$ cat src/rtl/rv_fetch_pkg.sv
// Shared fetch types and constants for fetch_ctrl and next_pc_sel.
package rv_fetch_pkg;

  typedef enum logic [1:0] {
    REQ,
    WAIT,
    VALID
  } fetch_state_e;

  localparam int unsigned INSTR_W = 32;
  localparam logic [31:0] PC_INC  = 32'd4;
  localparam logic [31:0] NOP     = 32'h0000_0013;

endpackage

$ cat src/rtl/next_pc_sel.sv
// Redirect priority (branch > jal > jalr), target masking and misalign check.
// MISALIGN_TRAP_EN: misaligned targets divert to TRAP_VEC and flag o_misalign.
module next_pc_sel
  import rv_fetch_pkg::*;
#(
  parameter logic [31:0] TRAP_VEC = 32'h0000_0100
) (
  input  logic        i_branch,
  input  logic        i_branch_res,
  input  logic [31:0] i_branch_add,
  input  logic        i_jal,
  input  logic [31:0] i_jal_add,
  input  logic        i_jalr,
  input  logic [31:0] i_jalr_add,
  output logic        o_redir,
  output logic [31:0] o_target,
  output logic        o_misalign
);

  logic        w_taken;
  logic [31:0] w_raw;
  logic [31:0] w_clean;

  assign w_taken = i_branch & i_branch_res;
  assign o_redir = w_taken | i_jal | i_jalr;

  always_comb begin
    w_raw = i_jalr_add & 32'hFFFF_FFFE;
    if (w_taken) begin
      w_raw = i_branch_add;
    end else if (i_jal) begin
      w_raw = i_jal_add;
    end
  end

`ifdef MISALIGN_TRAP_EN
  assign o_misalign = o_redir & w_raw[1];
  assign w_clean    = w_raw;
`else
  assign o_misalign = 1'b0;
  assign w_clean    = w_raw & 32'hFFFF_FFFC;
`endif

  assign o_target = o_misalign ? TRAP_VEC : w_clean;

endmodule

$ cat src/rtl/fetch_ctrl.sv
// Fetch sequencer: owns the PC, drives one-outstanding imem req/gnt/rvalid port
// and hands instructions to decode over valid/ready. Option: MISALIGN_TRAP_EN.
module fetch_ctrl
  import rv_fetch_pkg::*;
#(
  parameter logic [31:0] RESET_ADDR = 32'h0000_0000,
  parameter logic [31:0] TRAP_VEC   = 32'h0000_0100
) (
  input  logic               clk,
  input  logic               rst,
  input  logic               branch,
  input  logic               branch_res,
  input  logic [31:0]        branch_add,
  input  logic               jal,
  input  logic [31:0]        jal_add,
  input  logic               jalr,
  input  logic [31:0]        jalr_add,
  output logic               imem_req,
  output logic [31:0]        imem_addr,
  input  logic               imem_gnt,
  input  logic               imem_rvalid,
  input  logic [INSTR_W-1:0] imem_rdata,
  output logic               instr_valid,
  input  logic               instr_ready,
  output logic [INSTR_W-1:0] instr,
  output logic [31:0]        instr_pc,
  output logic [31:0]        pc,
  output logic               misalign_err
);

  fetch_state_e       r_state;
  logic [31:0]        r_pc;
  logic [31:0]        r_instr_pc;
  logic [INSTR_W-1:0] r_instr;
  logic               r_kill;
  logic               r_instr_valid;
  logic               r_misalign_err;

  logic               w_redir;
  logic               w_misalign;
  logic [31:0]        w_target;

  next_pc_sel #(
    .TRAP_VEC(TRAP_VEC)
  ) u_next_pc_sel (
    .i_branch    (branch),
    .i_branch_res(branch_res),
    .i_branch_add(branch_add),
    .i_jal       (jal),
    .i_jal_add   (jal_add),
    .i_jalr      (jalr),
    .i_jalr_add  (jalr_add),
    .o_redir     (w_redir),
    .o_target    (w_target),
    .o_misalign  (w_misalign)
  );

  always_ff @(posedge clk or posedge rst) begin
    if (rst) begin
      r_state        <= REQ;
      r_pc           <= RESET_ADDR;
      r_kill         <= 1'b0;
      r_instr_valid  <= 1'b0;
      r_instr        <= '0;
      r_instr_pc     <= '0;
      r_misalign_err <= 1'b0;
    end else begin
      r_misalign_err <= w_misalign;
      unique case (r_state)
        REQ: begin
          if (w_redir) r_pc <= w_target;
          // A redirect alongside a grant leaves a stale request in flight.
          if (imem_gnt) begin
            r_kill  <= w_redir;
            r_state <= WAIT;
          end
        end
        WAIT: begin
          if (imem_rvalid) begin
            r_kill  <= 1'b0;
            r_state <= REQ;
            if (w_redir) begin
              r_pc <= w_target;
            end else if (!r_kill) begin
              r_instr       <= imem_rdata;
              r_instr_pc    <= r_pc;
              r_pc          <= r_pc + PC_INC;
              r_instr_valid <= 1'b1;
              r_state       <= VALID;
            end
          end else if (w_redir) begin
            r_pc   <= w_target;
            r_kill <= 1'b1;
          end
        end
        VALID: begin
          if (w_redir) r_pc <= w_target;
          if (w_redir || instr_ready) begin
            r_instr_valid <= 1'b0;
            r_state       <= REQ;
          end
        end
        default: r_state <= REQ;
      endcase
    end
  end

  assign imem_req     = (r_state == REQ);
  assign imem_addr    = r_pc;
  assign pc           = r_pc;
  assign instr_valid  = r_instr_valid;
  assign instr        = r_instr;
  assign instr_pc     = r_instr_pc;
  assign misalign_err = r_misalign_err;

endmodule

$ cat config.mk
export PLATFORM = sky130hd
export DESIGN_NAME = fetch_ctrl
export DESIGN_NICKNAME = d
export VERILOG_FILES = /design/src/rtl/rv_fetch_pkg.sv /design/src/rtl/next_pc_sel.sv /design/src/rtl/fetch_ctrl.sv
export SDC_FILE = /design/constraint.sdc
export NUM_CORES = 1
export LEC_CHECK = 0
export CAP_MARGIN = 5
export CORE_UTILIZATION = 41
export DETAILED_ROUTE_END_ITERATION = 8
export PLACE_DENSITY_LB_ADDON = 0.3
export SETUP_SLACK_MARGIN = 0.5
export SYNTH_ARGS = -nofsm -noshare
export SYNTH_HDL_FRONTEND = slang
export SYNTH_SLANG_ARGS = --single-unit
$ cat constraint.sdc
create_clock -name clk -period 4.1 [get_ports clk]
set_input_delay 0.615 -clock clk [delete_from_list [all_inputs] [get_ports clk]]
set_output_delay 0.615 -clock clk [all_outputs]
set_load 0.01 [all_outputs]
==> flow_summary.html, run 1 <==
<table>
<tr><th>Metric</th><th>Value</th></tr>
<tr><th colspan="2">Placement</th></tr>
<tr><td>Routability cong.</td><td>0.880</td></tr>
<tr><td>Port buffer count</td><td>260</td></tr>
<tr><td>Placed insts</td><td>900</td></tr>
<tr><td>Detailed Place HPWL</td><td>12.9 mm</td></tr>
<tr><th colspan="2">Yosys</th></tr>
<tr><td>Total of flip-flops plus latches after synthesis</td><td>100</td></tr>
<tr><td>Area leader, netlist</td><td>sky130_fd_sc_hd__dfrtp_1</td></tr>
<tr><td>Post-synthesis net count</td><td>666</td></tr>
<tr><td>Synthesized cell area</td><td>5340 um^2</td></tr>
<tr><td>Top post-synthesis cells by area</td><td>sky130_fd_sc_hd__dfrtp_1, sky130_fd_sc_hd__mux2_2, sky130_fd_sc_hd__buf_4</td></tr>
<tr><td>Count of cell types in the netlist</td><td>53</td></tr>
<tr><td>Number of synthesized flops with an enable pin</td><td>0</td></tr>
<tr><td>Count of yosys warnings during synthesis</td><td>0</td></tr>
<tr><td>Share of the synthesized area in the top cell type</td><td>46.9%</td></tr>
<tr><td>Sequential fraction of the synthesis area</td><td>46.9%</td></tr>
<tr><td>Cells after Synth</td><td>528</td></tr>
<tr><td>Post-synthesis area per instance</td><td>10.1 um^2</td></tr>
<tr><td>Synth Flop Type</td><td>sky130_fd_sc_hd__dfrtp_1</td></tr>
<tr><td>Fraction of registers with async set/reset</td><td>100%</td></tr>
<tr><th colspan="2">Timing</th></tr>
<tr><td>Setup-violating endpoint count in the final report</td><td>0</td></tr>
<tr><td>Pins over their slew limit</td><td>0</td></tr>
<tr><td>RSZ-0062 raised after global routing</td><td>no</td></tr>
<tr><td>Share of the clock period used by the worst path after layout</td><td>71.9%</td></tr>
<tr><td>Setup Skew</td><td>0.0130 ns</td></tr>
<tr><td>Post-route setup TNS</td><td>0 ns</td></tr>
<tr><td>Worst slew pin tran</td><td>1.10 ns</td></tr>
<tr><td>Tightest slew margin relative to the limit</td><td>26.4%</td></tr>
<tr><td>Max Freq</td><td>339 MHz</td></tr>
<tr><td>Number of failing hold endpoints at the final stage</td><td>0</td></tr>
<tr><td>Tmin final</td><td>2.95 ns</td></tr>
<tr><th colspan="2">Clocking</th></tr>
<tr><td>Clock Latency Late Sink</td><td>0.34 ns</td></tr>
<tr><td>Post-CTS setup repair buffer count</td><td>0</td></tr>
<tr><td>Number of buffers created by CTS</td><td>9</td></tr>
<tr><td>Post-cts gate resize count</td><td>0</td></tr>
<tr><td>Hold-fix buffers, CTS</td><td>0</td></tr>
<tr><td>Buffer depth of the longest clock path</td><td>2</td></tr>
<tr><td>Buffer cell driving the clock tree root</td><td>sky130_fd_sc_hd__clkbuf_16</td></tr>
<tr><td>Clock slew at reported path FFs</td><td>0.07 ns</td></tr>
<tr><td>Number of clock sinks seen by CTS</td><td>100</td></tr>
<tr><td>CTS H-tree lvls</td><td>3</td></tr>
<tr><td>CTS tree</td><td>built</td></tr>
<tr><th colspan="2">Worst setup path</th></tr>
<tr><td>CP bufs+invs</td><td>3</td></tr>
<tr><td>Endpoint arrival time on the critical path</td><td>3.15 ns</td></tr>
<tr><td>Cell repeated most along the worst path</td><td>sky130_fd_sc_hd__buf_4</td></tr>
<tr><td>Worst path top cell family by delay</td><td>compound AO/OA/AOI/OAI gates</td></tr>
<tr><td>Largest fanout on the critical path</td><td>20</td></tr>
<tr><td>Largest stage delay on the critical path</td><td>0.67 ns</td></tr>
<tr><td>Crit Path Class</td><td>in -&gt; reg</td></tr>
<tr><td>Data required time of the worst path</td><td>4.31 ns</td></tr>
<tr><td>Capturing element type of the critical path</td><td>flop</td></tr>
<tr><td>Critical Path Start Type</td><td>input pin</td></tr>
<tr><td>Cell at the slowest stage of the critical path</td><td>sky130_fd_sc_hd__o21ai_2</td></tr>
<tr><td>Series of cell instances along the critical path</td><td>clkdlybuf4s50_1 &gt; buf_4 &gt; a211o_1 &gt; o21ai_2 &gt; buf_4 &gt; nor3_1 &gt; a311oi_1 &gt; a211oi_1</td></tr>
<tr><th colspan="2">Layout</th></tr>
<tr><td>Layout Area Growth over Synthesis</td><td>52.3%</td></tr>
<tr><td>Number of cells in the finished layout apart from fillers</td><td>916</td></tr>
<tr><td>Share of final-layout standard cells stronger than drive strength 1</td><td>12.8%</td></tr>
<tr><td>Leading cell type in the layout, fill and taps excluded</td><td>sky130_fd_sc_hd__clkdlybuf4s50_1</td></tr>
<tr><td>Number of nets in the layout</td><td>877</td></tr>
<tr><td>Count of inserted antenna diode cells</td><td>0</td></tr>
<tr><td>Most used cells in the layout excluding fill and tap cells</td><td>sky130_fd_sc_hd__clkdlybuf4s50_1, sky130_fd_sc_hd__dfrtp_1, sky130_fd_sc_hd__mux2_2</td></tr>
<tr><th colspan="2">Floorplanning</th></tr>
<tr><td>Core Rows</td><td>41</td></tr>
<tr><td>Width of the die</td><td>116 um</td></tr>
<tr><td>Top-level port count</td><td>268</td></tr>
<tr><td>DIE AREA</td><td>13,500 um^2</td></tr>
<tr><td>Height of the die</td><td>116 um</td></tr>
<tr><td>Starting density of the core</td><td>42.1%</td></tr>
<tr><td>Area of the core</td><td>12,700 um^2</td></tr>
<tr><th colspan="2">Detailed routing</th></tr>
<tr><td>Avg WL per Cell</td><td>18.8 um</td></tr>
<tr><td>Number of vias per cell</td><td>5.42</td></tr>
<tr><td>Number of detailed-route iterations in the first pass</td><td>5</td></tr>
<tr><td>Number of DRC markers in iteration 0</td><td>254</td></tr>
<tr><td>Overall routed net length</td><td>17.2 mm</td></tr>
<tr><td>Number of vias after detailed routing</td><td>4,966</td></tr>
<tr><td>Antenna Violating Nets Remaining</td><td>0</td></tr>
<tr><td>Number of remaining DRC errors</td><td>0</td></tr>
<tr><th colspan="2">Run status</th></tr>
<tr><td>Outcome</td><td>finished clean</td></tr>
<tr><th colspan="2">Worst hold path</th></tr>
<tr><td>Tightest Hold Check Type</td><td>reg -&gt; reg</td></tr>
<tr><th colspan="2">Power and ir drop</th></tr>
<tr><td>Power density over the cells</td><td>469 nW/um^2</td></tr>
<tr><td>Largest voltage drop on the vdd net</td><td>0.293 mV</td></tr>
<tr><td>Leakage power figure</td><td>0.00339 uW</td></tr>
<tr><th colspan="2">GRT</th></tr>
<tr><td>GR Overflow Total</td><td>0</td></tr>
<tr><td>Number of antenna violations at the first check in global routing</td><td>0</td></tr>
<tr><td>Number of global-route vias before repair</td><td>4,957</td></tr>
<tr><td>Global-route wire length before repair</td><td>25.9 mm</td></tr>
<tr><td>Total routing resource utilization after global routing</td><td>25.5%</td></tr>
<tr><td>Pin count of the biggest net entering global routing</td><td>89</td></tr>
<tr><th colspan="2">Flow run</th></tr>
<tr><td>Max cap viols</td><td>0</td></tr>
</table>
layout make-up:
type                       count  area, um^2
sequential                   100        2500
inverter                      19        73.8
fill                        1042        4540
tap                          172         215
timing repair buffer         269        2680
clock inverter                 2        35.0
multi-input combinational    340        2380
clock buffer                  14         244
synth_stat cells (all sizes together), types with 4 or more instances:
library cell,instances
or4,4
mux2i,11
o22ai,6
buf,44
a311oi,8
and3,6
o31ai,4
dfrtp,100
nand3,13
nor2,42
inv,19
a21oi,33
a211oi,14
clkbuf,25
nand2,34
o21ai,28
nor3,12
mux2,62
a211o,4
o211ai,4
nor4,6
a221oi,19
worst reg2reg max path, delay by kind of cell, from the launching register on:
kind,cells,cell delay (ns)
AND/OR/NAND/NOR,4,1.38
flip-flops,1,0.48
adder cells (fa/ha/maj),1,0.24
AO/OA/AOI/OAI,1,0.29
per-layer routing:
metal,global-route usage (%),wire [um]
met5,0,0
met4,9.15,360
met3,6.43,1610
met2,42.7,8180
met1,32.0,7050
kinds of logic after synthesis:
kind of cell               synth area share [%]
and+or+nand+nor                            11.6
buffers and inverters                      8.77
AOI/OAI and AO/OA                          17.2
other                                    0.0703
muxes                                      15.1
DFF                                        46.9
xor gates and xnor gates                  0.164
adders and majority gates                 0.234
path summary, 6_finish.rpt:
check | slack (ns) | depth (start not counted) | from | endpoint
max in group asynchronous | 2.40 | 3 | rst | imem_addr[29]
worst max-delay path | 1.15 | 8 | jalr | imem_addr[28]
worst min register to register | 0.50 | 2 | instr_pc[24] | instr_pc[24]
min in group asynchronous | 0.90 | 2 | rst | instr[5]
worst max register to register | 1.61 | 6 | imem_addr[2] | imem_addr[30]
worst min-delay path | 0.50 | 2 | instr_pc[24] | instr_pc[24]
registers in the layout (all words and copies together), names as in the netlist:
register,count
instr_valid,1
instr,32
imem_addr,32
r_state,2
r_kill,1
instr_pc,32
metrics by stage:
stage	area [um^2]	util, %	total power, uW	hold slack [ns]	worst slack, ns
finish	8130	64.2	3810	0.500	1.15
global route	8130	64.2	4010	0.515	0.978
CTS	8130	64.2	3840	0.495	1.18
detailed placement	7850	62.0	3010	0.480	0.840
global placement	7850	62.0	2970	0.461	0.891
floorplan	5340	-	2110	0.516	0.866
power breakdown:
| group | total (uW) | internal (uW) | switching [uW] |
|---|---|---|---|
| sequential | 1500 | 1290 | 216 |
| clock | 828 | 474 | 353 |
| combinational | 1480 | 924 | 561 |
| total | 3810 | 2680 | 1130 |
Power figures use the tool's default switching activity.
==> run 2: changes to the inputs <==
CORE_UTILIZATION = 37   (was 41)
clock period = 2.7 ns   (was 4.1 ns; I/O delays follow)
==> flow_summary.html, run 2 (synthesis results as in run 1) <==
<table>
<tr><th>Metric</th><th>Value</th></tr>
<tr><th colspan="2">Run status</th></tr>
<tr><td>Outcome</td><td>finished clean</td></tr>
<tr><th colspan="2">Timing</th></tr>
<tr><td>Tightest slew margin relative to the limit</td><td>58.6%</td></tr>
<tr><td>Max Freq</td><td>470 MHz</td></tr>
<tr><td>Setup-violating endpoint count in the final report</td><td>0</td></tr>
<tr><td>Pins over their slew limit</td><td>0</td></tr>
<tr><td>Setup Skew</td><td>0.00672 ns</td></tr>
<tr><td>Worst slew pin tran</td><td>0.619 ns</td></tr>
<tr><td>RSZ-0062 raised after global routing</td><td>no</td></tr>
<tr><td>Share of the clock period used by the worst path after layout</td><td>78.8%</td></tr>
<tr><td>Tmin final</td><td>2.13 ns</td></tr>
<tr><td>Post-route setup TNS</td><td>0 ns</td></tr>
<tr><td>Number of failing hold endpoints at the final stage</td><td>0</td></tr>
<tr><th colspan="2">Layout</th></tr>
<tr><td>Leading cell type in the layout, fill and taps excluded</td><td>sky130_fd_sc_hd__clkdlybuf4s50_1</td></tr>
<tr><td>Number of nets in the layout</td><td>896</td></tr>
<tr><td>Total area of sequential cells</td><td>2510 um^2</td></tr>
<tr><td>Number of cells in the finished layout apart from fillers</td><td>943</td></tr>
<tr><td>Layout Area Growth over Synthesis</td><td>57.0%</td></tr>
<tr><td>Final instance area</td><td>8380 um^2</td></tr>
<tr><td>Area of combinational cells with multiple inputs</td><td>2420 um^2</td></tr>
<tr><td>Share of final-layout standard cells stronger than drive strength 1</td><td>16.6%</td></tr>
<tr><td>Number of inserted filler cells in the final layout</td><td>1,199</td></tr>
<tr><td>Most used cells in the layout excluding fill and tap cells</td><td>sky130_fd_sc_hd__clkdlybuf4s50_1, sky130_fd_sc_hd__dfrtp_1, sky130_fd_sc_hd__mux2_2</td></tr>
<tr><td>Count of inserted antenna diode cells</td><td>0</td></tr>
<tr><th colspan="2">Floorplanning</th></tr>
<tr><td>Core Rows</td><td>43</td></tr>
<tr><td>Height of the die</td><td>122 um</td></tr>
<tr><td>Area of the core</td><td>14,000 um^2</td></tr>
<tr><td>Starting density of the core</td><td>38.2%</td></tr>
<tr><td>Top-level port count</td><td>268</td></tr>
<tr><td>Width of the die</td><td>122 um</td></tr>
<tr><td>DIE AREA</td><td>14,900 um^2</td></tr>
<tr><th colspan="2">Clocking</th></tr>
<tr><td>CTS H-tree lvls</td><td>3</td></tr>
<tr><td>Number of clock sinks seen by CTS</td><td>100</td></tr>
<tr><td>Clock Latency Late Sink</td><td>0.34 ns</td></tr>
<tr><td>Hold-fix buffers, CTS</td><td>0</td></tr>
<tr><td>CTS tree</td><td>built</td></tr>
<tr><td>Clock slew at reported path FFs</td><td>0.06 ns</td></tr>
<tr><td>Buffer depth of the longest clock path</td><td>2</td></tr>
<tr><td>Buffer cell driving the clock tree root</td><td>sky130_fd_sc_hd__clkbuf_16</td></tr>
<tr><td>Number of buffers created by CTS</td><td>9</td></tr>
<tr><th colspan="2">Worst setup path</th></tr>
<tr><td>Worst R2R Setup Slack</td><td>0.59 ns</td></tr>
<tr><td>Series of cell instances along the critical path</td><td>clkdlybuf4s50_1 &gt; a211o_1 &gt; o21ai_2 &gt; buf_4 &gt; a211o_1 &gt; o31ai_1 &gt; a211oi_2</td></tr>
<tr><td>Cell repeated most along the worst path</td><td>sky130_fd_sc_hd__a211o_1</td></tr>
<tr><td>Critical path depth</td><td>7</td></tr>
<tr><td>Cell at the slowest stage of the critical path</td><td>sky130_fd_sc_hd__clkdlybuf4s50_1</td></tr>
<tr><td>Data required time of the worst path</td><td>2.96 ns</td></tr>
<tr><td>Critical Path Start Type</td><td>input pin</td></tr>
<tr><td>Capturing element type of the critical path</td><td>flop</td></tr>
<tr><td>Worst setup path endpoint</td><td>imem_addr[27]</td></tr>
<tr><td>Critical path origin</td><td>branch</td></tr>
<tr><td>Worst path top cell family by delay</td><td>compound AO/OA/AOI/OAI gates</td></tr>
<tr><td>Largest stage delay on the critical path</td><td>0.48 ns</td></tr>
<tr><td>CP bufs+invs</td><td>2</td></tr>
<tr><td>Crit Path Class</td><td>in -&gt; reg</td></tr>
<tr><td>Largest fanout on the critical path</td><td>10</td></tr>
<tr><td>Startpoint of the worst register-to-register path</td><td>imem_addr[16]</td></tr>
<tr><td>Endpoint arrival time on the critical path</td><td>2.39 ns</td></tr>
<tr><td>Number of cells on the worst reg-to-reg path</td><td>4</td></tr>
<tr><td>Endpoint of the lowest-slack register-to-register path</td><td>imem_addr[29]</td></tr>
<tr><th colspan="2">Placement</th></tr>
<tr><td>Routability cong.</td><td>0.844</td></tr>
<tr><td>Placed insts</td><td>926</td></tr>
<tr><td>Port buffer count</td><td>260</td></tr>
<tr><td>Detailed Place HPWL</td><td>12.6 mm</td></tr>
<tr><td>Placement-stage cell area</td><td>8020 um^2</td></tr>
<tr><th colspan="2">Detailed routing</th></tr>
<tr><td>Antenna Violating Nets Remaining</td><td>0</td></tr>
<tr><td>Number of remaining DRC errors</td><td>0</td></tr>
<tr><td>Overall routed net length</td><td>16.7 mm</td></tr>
<tr><td>Number of vias per cell</td><td>5.31</td></tr>
<tr><td>Number of vias after detailed routing</td><td>5,005</td></tr>
<tr><td>Number of detailed-route iterations in the first pass</td><td>4</td></tr>
<tr><td>Avg WL per Cell</td><td>17.7 um</td></tr>
<tr><td>Number of DRC markers in iteration 0</td><td>276</td></tr>
<tr><th colspan="2">Worst hold path</th></tr>
<tr><td>Tightest Hold Check Type</td><td>reg -&gt; reg</td></tr>
<tr><th colspan="2">Flow run</th></tr>
<tr><td>Max cap viols</td><td>0</td></tr>
<tr><th colspan="2">GRT</th></tr>
<tr><td>Total routing resource utilization after global routing</td><td>22.9%</td></tr>
<tr><td>GR Overflow Total</td><td>0</td></tr>
<tr><td>Global-route wire length before repair</td><td>26.1 mm</td></tr>
<tr><td>Number of antenna violations at the first check in global routing</td><td>0</td></tr>
<tr><td>Pin count of the biggest net entering global routing</td><td>101</td></tr>
<tr><td>Number of global-route vias before repair</td><td>5,088</td></tr>
<tr><th colspan="2">Power and ir drop</th></tr>
<tr><td>Leakage power figure</td><td>0.00351 uW</td></tr>
<tr><td>Power density over the cells</td><td>709 nW/um^2</td></tr>
<tr><td>Largest voltage drop on the vdd net</td><td>0.434 mV</td></tr>
</table>
==> run 2: changes by cell type in the layout (fill, tap and decap cells not counted), moves of 2 or more <==
cell | before | now
sky130_fd_sc_hd__buf_4 | 8 | 26
sky130_fd_sc_hd__clkbuf_1 | 5 | 2
sky130_fd_sc_hd__clkinvlp_4 | 0 | 2
sky130_fd_sc_hd__dfrtp_1 | 100 | 94
sky130_fd_sc_hd__dfrtp_2 | 0 | 6
==> run 2: power breakdown <==
part           total [uW]  internal [uW]  switching, uW
Sequential           2260           1960            305
Clock                1370            818            555
Combinational        2310           1430            878
==> run 2: worst min path at each step <==
| stage | startpoint | end | slack [ns] | depth (start not counted) |
|---|---|---|---|---|
| 3_3_place_gp | instr_pc[18] | instr_pc[18] | 0.47 | 2 |
| 4_1_cts | instr_pc[18] | instr_pc[18] | 0.50 | 2 |
| 3_5_place_dp | instr_pc[18] | instr_pc[18] | 0.49 | 2 |
| 5_1_grt | instr_pc[25] | instr_pc[25] | 0.51 | 1 |
| 6_report | instr_pc[18] | instr_pc[18] | 0.49 | 2 |
| 2_1_floorplan | instr_pc[18] | instr_pc[18] | 0.52 | 2 |
==> run 2: stage by stage <==
step / worst slack (ns) / util, % / hold slack (ns) / power (uW)
floorplan: 0.504 / - / 0.516 / 3200
global placement: 0.207 / 57.3 / 0.471 / 4540
detailed placement: 0.197 / 57.3 / 0.487 / 4600
CTS: 0.546 / 59.7 / 0.498 / 6010
global route: 0.488 / 59.9 / 0.513 / 6280
finish: 0.571 / 59.9 / 0.490 / 5940
==> run 2: layout make-up <==
type | instances | share of cell area (%)
repair buffers | 288 | 33.8
flip-flops and latches | 100 | 30.0
multi-input cells | 340 | 28.9
clock buffers | 11 | 2.78
well taps | 180 | 2.69
clock inverters | 5 | 1.02
inverters | 19 | 0.896
==> run 2: metal layers <==
metal  wire (um)  global-route usage (%)
met3         948                    4.96
met5           0                       0
met1        6530                    26.9
met4         314                    7.16
met2        8860                    41.3
==> run 2: what timing repair did <==
| action | in CTS | in global routing |
|---|---|---|
| endpoints found under the setup margin | 8 | 11 |
| resized for setup | 3 | 9 |
| setup buffers | 0 | 1 |
| pin swaps | 1 | 3 |
==> run 2: worst min-delay path, delay by kind of cell (launching register included) <==
| kind | cells | cell delay (ns) |
|---|---|---|
| flip-flops | 1 | 0.35 |
| AO/OA/AOI/OAI | 1 | 0.06 |
| AND/OR/NAND/NOR | 1 | 0.05 |
==> run 3: changes to the inputs <==
clock period = 1.89 ns   (was 2.7 ns; I/O delays follow)
==> flow_summary.html, run 3 (synthesis results as in run 1) <==
<table>
<tr><th>Metric</th><th>Value</th></tr>
<tr><th colspan="2">Run status</th></tr>
<tr><td>Outcome</td><td>complete, but fails checks</td></tr>
<tr><td>Violated checks</td><td>setup timing</td></tr>
<tr><th colspan="2">Clocking</th></tr>
<tr><td>Buffer cell driving the clock tree root</td><td>sky130_fd_sc_hd__clkbuf_16</td></tr>
<tr><td>Clock Latency Late Sink</td><td>0.35 ns</td></tr>
<tr><td>Buffer depth of the longest clock path</td><td>2</td></tr>
<tr><td>CTS tree</td><td>built</td></tr>
<tr><td>Clock slew at reported path FFs</td><td>0.07 ns</td></tr>
<tr><td>CTS H-tree lvls</td><td>3</td></tr>
<tr><td>Number of clock sinks seen by CTS</td><td>100</td></tr>
<tr><td>Number of buffers created by CTS</td><td>9</td></tr>
<tr><th colspan="2">Worst setup path</th></tr>
<tr><td>Largest fanout on the critical path</td><td>5</td></tr>
<tr><td>Capturing element type of the critical path</td><td>flop</td></tr>
<tr><td>Endpoint arrival time on the critical path</td><td>2.21 ns</td></tr>
<tr><td>Startpoint of the worst register-to-register path</td><td>imem_addr[5]</td></tr>
<tr><td>Data required time of the worst path</td><td>2.14 ns</td></tr>
<tr><td>Crit Path Class</td><td>reg -&gt; reg</td></tr>
<tr><td>Critical path origin</td><td>imem_addr[5]</td></tr>
<tr><td>Critical Path Start Type</td><td>flop</td></tr>
<tr><th colspan="2">Timing</th></tr>
<tr><td>Number of failing hold endpoints at the final stage</td><td>0</td></tr>
<tr><td>Setup Skew</td><td>0.0112 ns</td></tr>
<tr><td>Tmin final</td><td>1.96 ns</td></tr>
<tr><td>Pins over their slew limit</td><td>0</td></tr>
<tr><td>Hold_ws</td><td>0.395 ns</td></tr>
<tr><td>Setup-violating endpoint count in the final report</td><td>2</td></tr>
<tr><td>Share of the clock period used by the worst path after layout</td><td>104%</td></tr>
<tr><td>RSZ-0062 raised after global routing</td><td>yes</td></tr>
<tr><td>Max Freq</td><td>511 MHz</td></tr>
<tr><td>Final setup margin</td><td>-0.0668 ns</td></tr>
<tr><td>Post-route setup TNS</td><td>-0.110 ns</td></tr>
<tr><th colspan="2">Detailed routing</th></tr>
<tr><td>Number of detailed-route iterations in the first pass</td><td>6</td></tr>
<tr><td>Avg WL per Cell</td><td>20.4 um</td></tr>
<tr><td>Number of vias after detailed routing</td><td>5,881</td></tr>
<tr><td>Antenna Violating Nets Remaining</td><td>0</td></tr>
<tr><td>Number of remaining DRC errors</td><td>0</td></tr>
<tr><td>Overall routed net length</td><td>22.0 mm</td></tr>
<tr><td>Number of DRC markers in iteration 0</td><td>349</td></tr>
<tr><td>Number of vias per cell</td><td>5.45</td></tr>
<tr><th colspan="2">Power and ir drop</th></tr>
<tr><td>Power share of the clock group</td><td>21.3%</td></tr>
<tr><td>Internal power</td><td>6210 uW</td></tr>
<tr><td>Fraction of power consumed by sequential logic</td><td>35.1%</td></tr>
<tr><td>Power density over the cells</td><td>881 nW/um^2</td></tr>
<tr><td>Sw Share</td><td>31.9%</td></tr>
<tr><td>Largest voltage drop on the vdd net</td><td>0.502 mV</td></tr>
<tr><td>Leakage power figure</td><td>0.00499 uW</td></tr>
<tr><td>Combinational power share</td><td>43.5%</td></tr>
<tr><td>Switching power total</td><td>2910 uW</td></tr>
<tr><th colspan="2">Layout</th></tr>
<tr><td>Count of inserted antenna diode cells</td><td>0</td></tr>
<tr><td>Layout Area Growth over Synthesis</td><td>93.8%</td></tr>
<tr><td>Share of final-layout standard cells stronger than drive strength 1</td><td>43.2%</td></tr>
<tr><td>Number of nets in the layout</td><td>1,032</td></tr>
<tr><td>Number of inserted filler cells in the final layout</td><td>975</td></tr>
<tr><td>Most used cells in the layout excluding fill and tap cells</td><td>sky130_fd_sc_hd__clkdlybuf4s50_1, sky130_fd_sc_hd__dfrtp_1, sky130_fd_sc_hd__buf_4</td></tr>
<tr><td>Leading cell type in the layout, fill and taps excluded</td><td>sky130_fd_sc_hd__clkdlybuf4s50_1</td></tr>
<tr><th colspan="2">Floorplanning</th></tr>
<tr><td>Core Rows</td><td>43</td></tr>
<tr><td>Top-level port count</td><td>268</td></tr>
<tr><td>Width of the die</td><td>122 um</td></tr>
<tr><td>Height of the die</td><td>122 um</td></tr>
<tr><td>Starting density of the core</td><td>38.2%</td></tr>
<tr><td>Area of the core</td><td>14,000 um^2</td></tr>
<tr><td>DIE AREA</td><td>14,900 um^2</td></tr>
<tr><th colspan="2">Placement</th></tr>
<tr><td>Port buffer count</td><td>260</td></tr>
<tr><td>Routability cong.</td><td>0.903</td></tr>
<tr><td>Detailed Place HPWL</td><td>14.1 mm</td></tr>
<tr><td>Placement Setup Slack</td><td>-0.373 ns</td></tr>
<tr><th colspan="2">GRT</th></tr>
<tr><td>Global-route wire length before repair</td><td>32.0 mm</td></tr>
<tr><td>Number of global-route vias before repair</td><td>5,902</td></tr>
<tr><td>Number of antenna violations at the first check in global routing</td><td>0</td></tr>
<tr><td>Pin count of the biggest net entering global routing</td><td>64</td></tr>
<tr><td>Total routing resource utilization after global routing</td><td>28.5%</td></tr>
<tr><td>GR Overflow Total</td><td>0</td></tr>
<tr><th colspan="2">Flow run</th></tr>
<tr><td>Max cap viols</td><td>0</td></tr>
<tr><th colspan="2">Worst hold path</th></tr>
<tr><td>Tightest Hold Check Type</td><td>in -&gt; async</td></tr>
</table>
==> run 3: changes by cell type in the layout (fill, tap and decap cells not counted), sizes merged <==
cell,change
buf,+188
dlygate4sd2,+77
clkinvlp,+1
clkdlybuf4s50,-132
bufinv,-1
clkbuf,+1
clkdlybuf4s15,+1
inv,+1
==> run 3: timing repair <==
item,CTS,global route
endpoints found under the setup margin,229,124
hold buffers,0,0
resized for setup,450,96
setup buffers,45,24
gates cloned,8,0
pin swaps,42,25
==> run 3: path summary, 6_finish.rpt <==
check                                end  slack (ns)  depth (start not counted)
hold / removal                 instr[15]        0.39                          3
min in group clk            instr_pc[31]        0.50                          1
max in group asynchronous      instr[24]        1.11                          3
hold reg to reg             instr_pc[31]        0.50                          1
setup / recovery           imem_addr[29]       -0.07                          4
setup reg to reg           imem_addr[29]       -0.07                          4
==> run 3: cell type report <==
cell class,instances,area [um^2],area share (%)
clock inverter,6,70.1,0.677
clock buffer,10,239,2.31
timing repair buffer,424,4130,39.9
sequential,100,2510,24.3
inverter,19,82.6,0.798
multi-input combinational,340,3090,29.8
tap,180,225,2.18
==> run 3: power by group through the flow <==
stage / sequential, uW / combinational (uW) / clock (uW)
after floorplan: 3520 / 1110 / 0
after global placement: 3170 / 3530 / 0
after detailed placement: 3200 / 3590 / 0
after CTS: 3160 / 3660 / 1990
after global routing: 3270 / 4230 / 2060
final: 3200 / 3970 / 1940
==> run 3: critical path, cell delays in order (launching register included) <==
cell and delay, ns:
sky130_fd_sc_hd__dfrtp_1 0.38, sky130_fd_sc_hd__and4_4 0.24, sky130_fd_sc_hd__or3b_4 0.41, sky130_fd_sc_hd__or4_4 0.56
sky130_fd_sc_hd__a221oi_2 0.26
==> run 3: metrics by stage <==
step / util [%] / std cells / instance area [um^2] / power, uW
floorplan: - / 528 / 5600 / 4640
global placement: 61.6 / 986 / 8610 / 6700
detailed placement: 61.6 / 986 / 8610 / 6790
CTS: 70.6 / 1055 / 9870 / 8810
global route: 73.9 / 1079 / 10300 / 9570
finish: 73.9 / 1079 / 10300 / 9120
==> run 3: routing by layer <==
layer,routed length (um),vias to the layer above,GRT usage (%)
li1,-,2630,-
met1,8700,2873,34.8
met2,10900,324,48.4
met3,1650,54,5.57
met4,744,0,13.0
met5,0,-,0
